==> src/rtl/alu_operand_issue.sv <==
// Operand-fetch/issue stage in front of the 32-bit ALU: register file, RAW scoreboard,
// write-back bypass and a single-entry issue register with valid/ready handshake.
module alu_operand_issue #(
    parameter int DW    = 32,
    parameter int AW    = 5,
    parameter int CTRLW = 4
) (
    input  logic             clk,
    input  logic             rst,
    input  logic             in_valid,
    output logic             in_ready,
    input  logic [AW-1:0]    in_rs,
    input  logic [AW-1:0]    in_rt,
    input  logic [AW-1:0]    in_rd,
    input  logic             in_rd_we,
    input  logic [CTRLW-1:0] in_ctrl,
    input  logic             wb_en,
    input  logic [AW-1:0]    wb_addr,
    input  logic [DW-1:0]    wb_data,
    output logic             out_valid,
    input  logic             out_ready,
    output logic [DW-1:0]    src1,
    output logic [DW-1:0]    src2,
    output logic [CTRLW-1:0] ALU_control,
    output logic [AW-1:0]    out_rd,
    output logic             out_rd_we
);

    localparam int NREG = 2 ** AW;

    logic [DW-1:0]   regs [NREG];
    logic [NREG-1:0] pending;
    logic [NREG-1:0] pending_next;

    logic          wb_write;
    logic          wb_hit_rs;
    logic          wb_hit_rt;
    logic          hazard;
    logic          accept;
    logic [DW-1:0] rs_val;
    logic [DW-1:0] rt_val;

    assign wb_write  = wb_en && (wb_addr != '0);
    assign wb_hit_rs = wb_write && (wb_addr == in_rs);
    assign wb_hit_rt = wb_write && (wb_addr == in_rt);

    // A pending source is released in the very cycle its write-back arrives (bypass path).
    assign hazard   = (pending[in_rs] && !wb_hit_rs) || (pending[in_rt] && !wb_hit_rt);
    assign in_ready = !hazard && (!out_valid || out_ready);
    assign accept   = in_valid && in_ready;

    always_comb begin
        rs_val = '0;
        if (in_rs != '0) begin
            rs_val = wb_hit_rs ? wb_data : regs[in_rs];
        end
    end

    always_comb begin
        rt_val = '0;
        if (in_rt != '0) begin
            rt_val = wb_hit_rt ? wb_data : regs[in_rt];
        end
    end

    always_ff @(posedge clk or posedge rst) begin
        if (rst) begin
            for (int unsigned i = 0; i < NREG; i++) begin
                regs[i] <= '0;
            end
        end else if (wb_write) begin
            regs[wb_addr] <= wb_data;
        end
    end

    // Set is applied after clear so an issue to rd wins over a same-edge write-back to rd.
    always_comb begin
        pending_next = pending;
        if (wb_write) begin
            pending_next[wb_addr] = 1'b0;
        end
        if (accept && in_rd_we && (in_rd != '0)) begin
            pending_next[in_rd] = 1'b1;
        end
    end

    always_ff @(posedge clk or posedge rst) begin
        if (rst) begin
            pending <= '0;
        end else begin
            pending <= pending_next;
        end
    end

    always_ff @(posedge clk or posedge rst) begin
        if (rst) begin
            out_valid   <= 1'b0;
            src1        <= '0;
            src2        <= '0;
            ALU_control <= '0;
            out_rd      <= '0;
            out_rd_we   <= 1'b0;
        end else if (accept) begin
            out_valid   <= 1'b1;
            src1        <= rs_val;
            src2        <= rt_val;
            ALU_control <= in_ctrl;
            out_rd      <= in_rd;
            out_rd_we   <= in_rd_we;
        end else if (out_ready) begin
            out_valid   <= 1'b0;
        end
    end

endmodule
==> config.mk <==
export PLATFORM = sky130hd
export DESIGN_NAME = alu_operand_issue
export DESIGN_NICKNAME = d
export VERILOG_FILES = /design/src/rtl/alu_operand_issue.sv
export SDC_FILE = /design/constraint.sdc
export NUM_CORES = 2
export LEC_CHECK = 0
export BUFFER_PORTS_ARGS = -buffer_cell sky130_fd_sc_hd__buf_2
export CORE_MARGIN = 8
export CORE_UTILIZATION = 60
export CTS_CLUSTER_DIAMETER = 40
export CTS_CLUSTER_SIZE = 14
export DETAILED_ROUTE_END_ITERATION = 8
export HOLD_SLACK_MARGIN = 0.1
export PLACE_DENSITY = 0.79
export SYNTH_ARGS = -nofsm -noshare
export SYNTH_HDL_FRONTEND = slang
export SYNTH_SLANG_ARGS = --single-unit
==> constraint.sdc <==
create_clock -name clk -period 46.5 [get_ports clk]
set_input_delay 11.625 -clock clk [delete_from_list [all_inputs] [get_ports clk]]
set_output_delay 11.625 -clock clk [all_outputs]
set_load 0.05 [all_outputs]
After elaboration in Yosys (flattened, before gate mapping)
Cells that the tools add are included.
{"block": "classes", "n_lt_le_gt_ge": 10, "n_eq_ne": 2, "muxes": 25, "n_bitwise": 6, "n_reduce_logical": 23}
{"cell": "bitwise mux 1024 bit", "count": 1}
{"cell": "two-way mux 32 bit", "count": 11}
{"cell": "binary-select mux 32 bit (select 5 bit)", "count": 2}
{"cell": "demux 32 bit (select 5 bit)", "count": 1}
{"cell": "AND 32 bit", "count": 1}
{"cell": "NOT 32 bit", "count": 1}
{"cell": "OR 32 bit", "count": 1}
{"cell": "< comparator 5 x 6 -> 1 bit (second input constant)", "count": 4}
{"cell": "nonzero test 5 bit", "count": 4}
{"cell": "greater-or-equal comparator 6 bit (second input constant)", "count": 3}
{"cell": "NOT 5 -> 6 bit", "count": 3}
{"cell": "logical AND 1 bit", "count": 12}
{"cell": "binary-select mux 1 bit (select 5 bit)", "count": 2}
{"cell": "demux 1 bit (select 5 bit)", "count": 2}
{"cell": "== test 5 bit", "count": 2}
{"cell": "greater-or-equal comparator 5 x 1 -> 1 bit (second input constant)", "count": 2}
{"cell": "< comparator 6 x 1 -> 1 bit (second input constant)", "count": 1}
{"cell": "two-way mux 1 bit", "count": 6}
{"cell": "zero test 1 bit", "count": 4}
{"cell": "logical OR 1 bit", "count": 2}
{"cell": "nonzero test 2 bit", "count": 1}
{"block": "totals", "ff_bits": 1131, "in_bits": 62, "out_inout_bits": 76, "elab_cells": 105}

Depth between registers and ports, before layout
{"block": "depth", "ltp_word": 12, "depth_mapped": 13, "ltp_nobuf": 6}

Worst setup path after synthesis
OpenSTA, ideal clock, no wires.
{"block": "synth_path", "kind": "input-to-output", "startpoint": "input port in_rt[0]", "endpoint": "output port in_ready", "arrival_time_ns": 13.409, "required_time_ns": 34.875, "slack_ns": 21.466, "path_stages": 6, "path_buffers": 1, "path_cell_list": "buf_6 -> mux4_2 -> mux2_2 -> a221o_1 -> o2111ai_2 -> and3_1"}
{"block": "synth_between", "elab_chain_cells": 7, "word_cells_on_any_way": 9, "cone_classes": "1 x eq/ne; 2 x mux; 6 x reduce/logical"}
{"element": "start: declaration", "line": "13", "text": "input logic [AW-1:0] in_rt,"}
{"element": "branches (longest 3 deep; another with binary-select mux 1 bit (select 5 bit))"}
{"element": "logical AND 1 bit *", "line": "48", "text": "assign hazard = (pending[in_rs] && !wb_hit_rs) || (pending[in_rt] && !wb_hit_rt);"}
{"element": "logical OR 1 bit *", "line": "48"}
{"element": "zero test 1 bit *", "line": "49", "text": "assign in_ready = !hazard && (!out_valid || out_ready);"}
{"element": "logical AND 1 bit *", "line": "49"}
{"element": "end: declaration", "line": "11", "text": "output logic in_ready,"}
Every way passes the cells marked *. The select of a mux whose other input is x is not followed.

Final worst setup path
{"block": "layout_path", "startpoint": "input port in_rs[0]", "endpoint": "output port in_ready"}
{"block": "layout_between", "elab_chain_cells": 7, "word_cells_on_any_way": 9, "cone_classes": "1 x eq/ne; 2 x mux; 6 x reduce/logical"}
{"element": "start: declaration", "line": "12", "text": "input logic [AW-1:0] in_rs,"}
{"element": "branches (longest 3 deep; another with binary-select mux 1 bit (select 5 bit))"}
{"element": "logical AND 1 bit *", "line": "48"}
{"element": "logical OR 1 bit *", "line": "48"}
{"element": "zero test 1 bit *", "line": "49"}
{"element": "logical AND 1 bit *", "line": "49"}
Marks and branches as above.

==> reports/metrics.csv <==
stage,metric,value,unit
outcome,outcome,"finished, final reports clean",
worst_hold_path,hold depth,0,
yosys,mapped cell area,59300,sq um
power,register share of total power,0.412,
cells_and_area,share of layout cells above drive strength 1,0.558,
timing,final worst slack,19.71,ns
yosys,largest family of logic cells by synthesized area,multiplexers,
grt,first-pass GRT wire length,258000,um
power,P_sw,0.928,mW
setup_path,critical path's top delay family,buffers and inverters,
yosys,compound-gate portion of the synthesized area,0.0304,
placed_design,placed insts,4874,
floorplan,Die Height,330,um
timing,max-slew violations,0,
setup_path,crit path DAT,15.16,ns
timing,Slew HR,0.212,
setup_path,worst path cell trace,buf_8 -> buf_4 -> mux4_2 -> nor3_1 -> a211oi_1 -> o211ai_1 -> and3_1 -> buf_2,
floorplan,Rows,115,
timing,Final Hold Vio Count,0,
power,Tot Pwr,3.21,mW
setup_path,CP max stage delay,0.81,ns
yosys,Syn Nets,3867,
cells_and_area,final core utilization,0.672,
placed_design,number of port buffers,137,
detailed_routing,DRT antenna net count,0,
timing,final hold slack,0.390,ns
power,Internal,2.28,mW
yosys,top post-synthesis cells by count,"1131 x dfrtp_1, 1041 x mux2_2, 588 x mux4_2",
cts,Hold Buf Count CTS,0,
setup_path,startpoint types,input pin,
yosys,Post-synth top flop,dfrtp_1,
timing,unrepaired setup endpoints after global routing,false,
cts,clock buffer depth,3,
power,Leakage,28.4,nW
placed_design,DPL Wire Length,91100,um
cts,Post-CTS Setup Bufs,0,
yosys,Yosys reg bits,1131,
yosys,post-synth cell types,49,
cells_and_area,# fillers,6536,
setup_path,crit path max fanout,76,
cts,worst skew pair latency,0.76,ns
cells_and_area,Reg area,28300,sq um
grt,number of antenna violations at the first check in global routing,10,
setup_path,CP Data Required Time,34.88,ns
yosys,Post-Synth Adder-Cell Area,0,
yosys,mux cell area share after synthesis,0.437,
yosys,Synth area leaders,"dfrtp_1 48%, mux4_2 22%, mux2_2 20%",
cts,CTS tree,yes,
grt,GRT Overall Usage,0.319,
placed_design,placed cell area,60700,sq um
cts,"Reg clk slew, reported paths",0.05,ns
setup_path,slowest CP cell,buf_4,
cts,clk sinks,1131,
setup_path,WP buf/inv,3,
grt,number of global-route vias before repair,39100,
cts,TritonCTS Buffers,149,
cells_and_area,synth-to-layout area growth,11.3,%
timing,period utilization,0.576,
timing,Setup Skew,0.0193,ns
setup_path,critical path depth,8,
yosys,Ys Warns,0,
flow_run,# Max-Cap Violations,0,
power,Clock power frac,0.377,
yosys,number of synthesized flops with an enable pin,0,
placed_design,gpl congestion,0.890,
yosys,simple-gate share of the synthesized area,0.0227,
detailed_routing,Initial DRC Count,3955,
yosys,Mapped Cells,3805,
placed_design,post-place setup slack,19.75,ns
power,Sw Share,0.289,
cells_and_area,Final Non-Filler Cells,5148,
yosys,average size of a mapped cell,15.6,sq um
floorplan,initial core utilization,0.604,
timing,fmax,0.0373,GHz
timing,final setup violation count,0,
cells_and_area,footprint of the multi-input gates,29400,sq um
yosys,sequential share of the synthesized area,0.477,
cells_and_area,Final Cell Area,66000,sq um
detailed_routing,DRC Markers,0,
setup_path,crit path kind,input pin to primary output,
floorplan,Die X-Extent,330,um
cts,H-tree depth,4,
cts,Resized Gates After CTS,0,
timing,Slew @ Worst Pin,1.18,ns
power,power per standard cell area,48.6,nW/um^2
yosys,xor and xnor area share after synthesis,0.00148,
setup_path,endpoint class of the critical path,primary output,
power,Logic pwr share,0.211,
grt,largest net degree at the start of global routing,161,
detailed_routing,Initial DRT Pass Iterations,5,
cells_and_area,Final #Nets,3800,
power,VDD IR max,0.0411,mV
timing,setup TNS,0,ns
detailed_routing,via count,37200,
floorplan,Ports,138,
grt,total gr overflow,0,
detailed_routing,vias per cell,7.22,
floorplan,die area,109000,sq um
floorplan,total core area,98100,sq um
worst_hold_path,type of the tightest min-delay check,register to register,
cts,clock root cell,clkbuf_16,
detailed_routing,Post-Route WL,170000,um
detailed_routing,WL per Instance,33.1,um
yosys,area share of the largest cell type after synthesis,0.477,
yosys,asr flop ratio synth,1.00,
yosys,cell with the most instances after synthesis,dfrtp_1,
yosys,Synth area leader,dfrtp_1,
setup_path,R2R depth,8,
timing,clock period minus worst slack,26.79,ns
## path summary, 6_finish.rpt
kind,startpoint,slack [ns],to
max in group asynchronous,rst,32.28,regs[19]
worst min register to register,regs[1006],0.39,regs[1006]
worst min-delay path,regs[1006],0.39,regs[1006]
min in group asynchronous,rst,11.00,regs[698]
worst max register to register,pending[29],42.58,src2[16]
worst max-delay path,in_rs[0],19.71,in_ready
## layout make-up
type,instances,area share
multi-input cells,2242,0.446
diodes,3,0.000114
clock buffers,172,0.0612
well taps,1287,0.0244
repair buffers,209,0.0205
clock inverters,99,0.0184
flip-flops and latches,1131,0.429
inverters,5,0.000398
## power groups by stage
stage	combinational, mW	sequential, mW	clock, mW
2_1_floorplan	0.460	1.37	0
3_3_place_gp	0.659	1.32	0
3_5_place_dp	0.674	1.33	0
4_1_cts	0.678	1.32	1.22
5_1_grt	0.716	1.35	1.26
6_report	0.676	1.32	1.21
## worst register-to-register path, cell delays in order, from the launching register on
cell and delay (ns):
dfrtp_1 0.43, mux4_2 0.48, mux2i_1 0.14, a211oi_1 0.10
o211ai_1 0.65, nand4_4 0.59, buf_4 0.53, buf_4 0.42
mux2_1 0.46
## layout by cell type, fill, tap and decap left out, types with 5 or more instances in the layout
master / count
o211ai_1: 17
nor2_1: 15
nand2_2: 7
a221oi_1: 13
nor3b_1: 5
nor3_1: 5
a21oi_1: 20
inv_6: 30
buf_2: 129
mux2_2: 1041
nand4_1: 6
xnor2_1: 10
clkinv_2: 10
a32o_1: 5
mux4_2: 588
a22o_1: 11
o21ai_0: 53
a221o_1: 41
nor2b_1: 66
clkinvlp_4: 22
clkinv_4: 12
clkbuf_16: 152
nand2_4: 8
clkbuf_8: 16
a211oi_1: 55
mux2_1: 33
nand3_1: 23
nand2b_1: 7
a31oi_1: 5
bufinv_16: 18
buf_4: 68
dfrtp_1: 1131
inv_8: 6
a22oi_1: 11
buf_12: 5
nand2_1: 84
nor2_4: 17
mux2i_1: 60
## cell families (layout without fill, tap and decap cells)
family / count (synthesis) / count (layout)
simple gates: 268 / 268
compound gates: 242 / 242
buf+inv: 432 / 485
mux: 1722 / 1722
other cells: 0 / 3
flops: 1131 / 1131
xor+xnor: 10 / 10
## sequential cells by signal (all words and copies together), names as in the netlist
| register | count |
|---|---|
| src1 | 32 |
| regs | 1024 |
| out_rd_we | 1 |
| ALU_control | 4 |
| out_rd | 5 |
| src2 | 32 |
| out_valid | 1 |
| pending | 32 |
## layer usage
layer	track usage	vias to the layer above	wire length (um)
met5	0	-	23
met4	0.180	4	10600
met1	0.412	19900	63400
met2	0.500	2055	81200
met3	0.0752	594	15200
li1	-	14700	-
(Power assumes the default switching activity.)
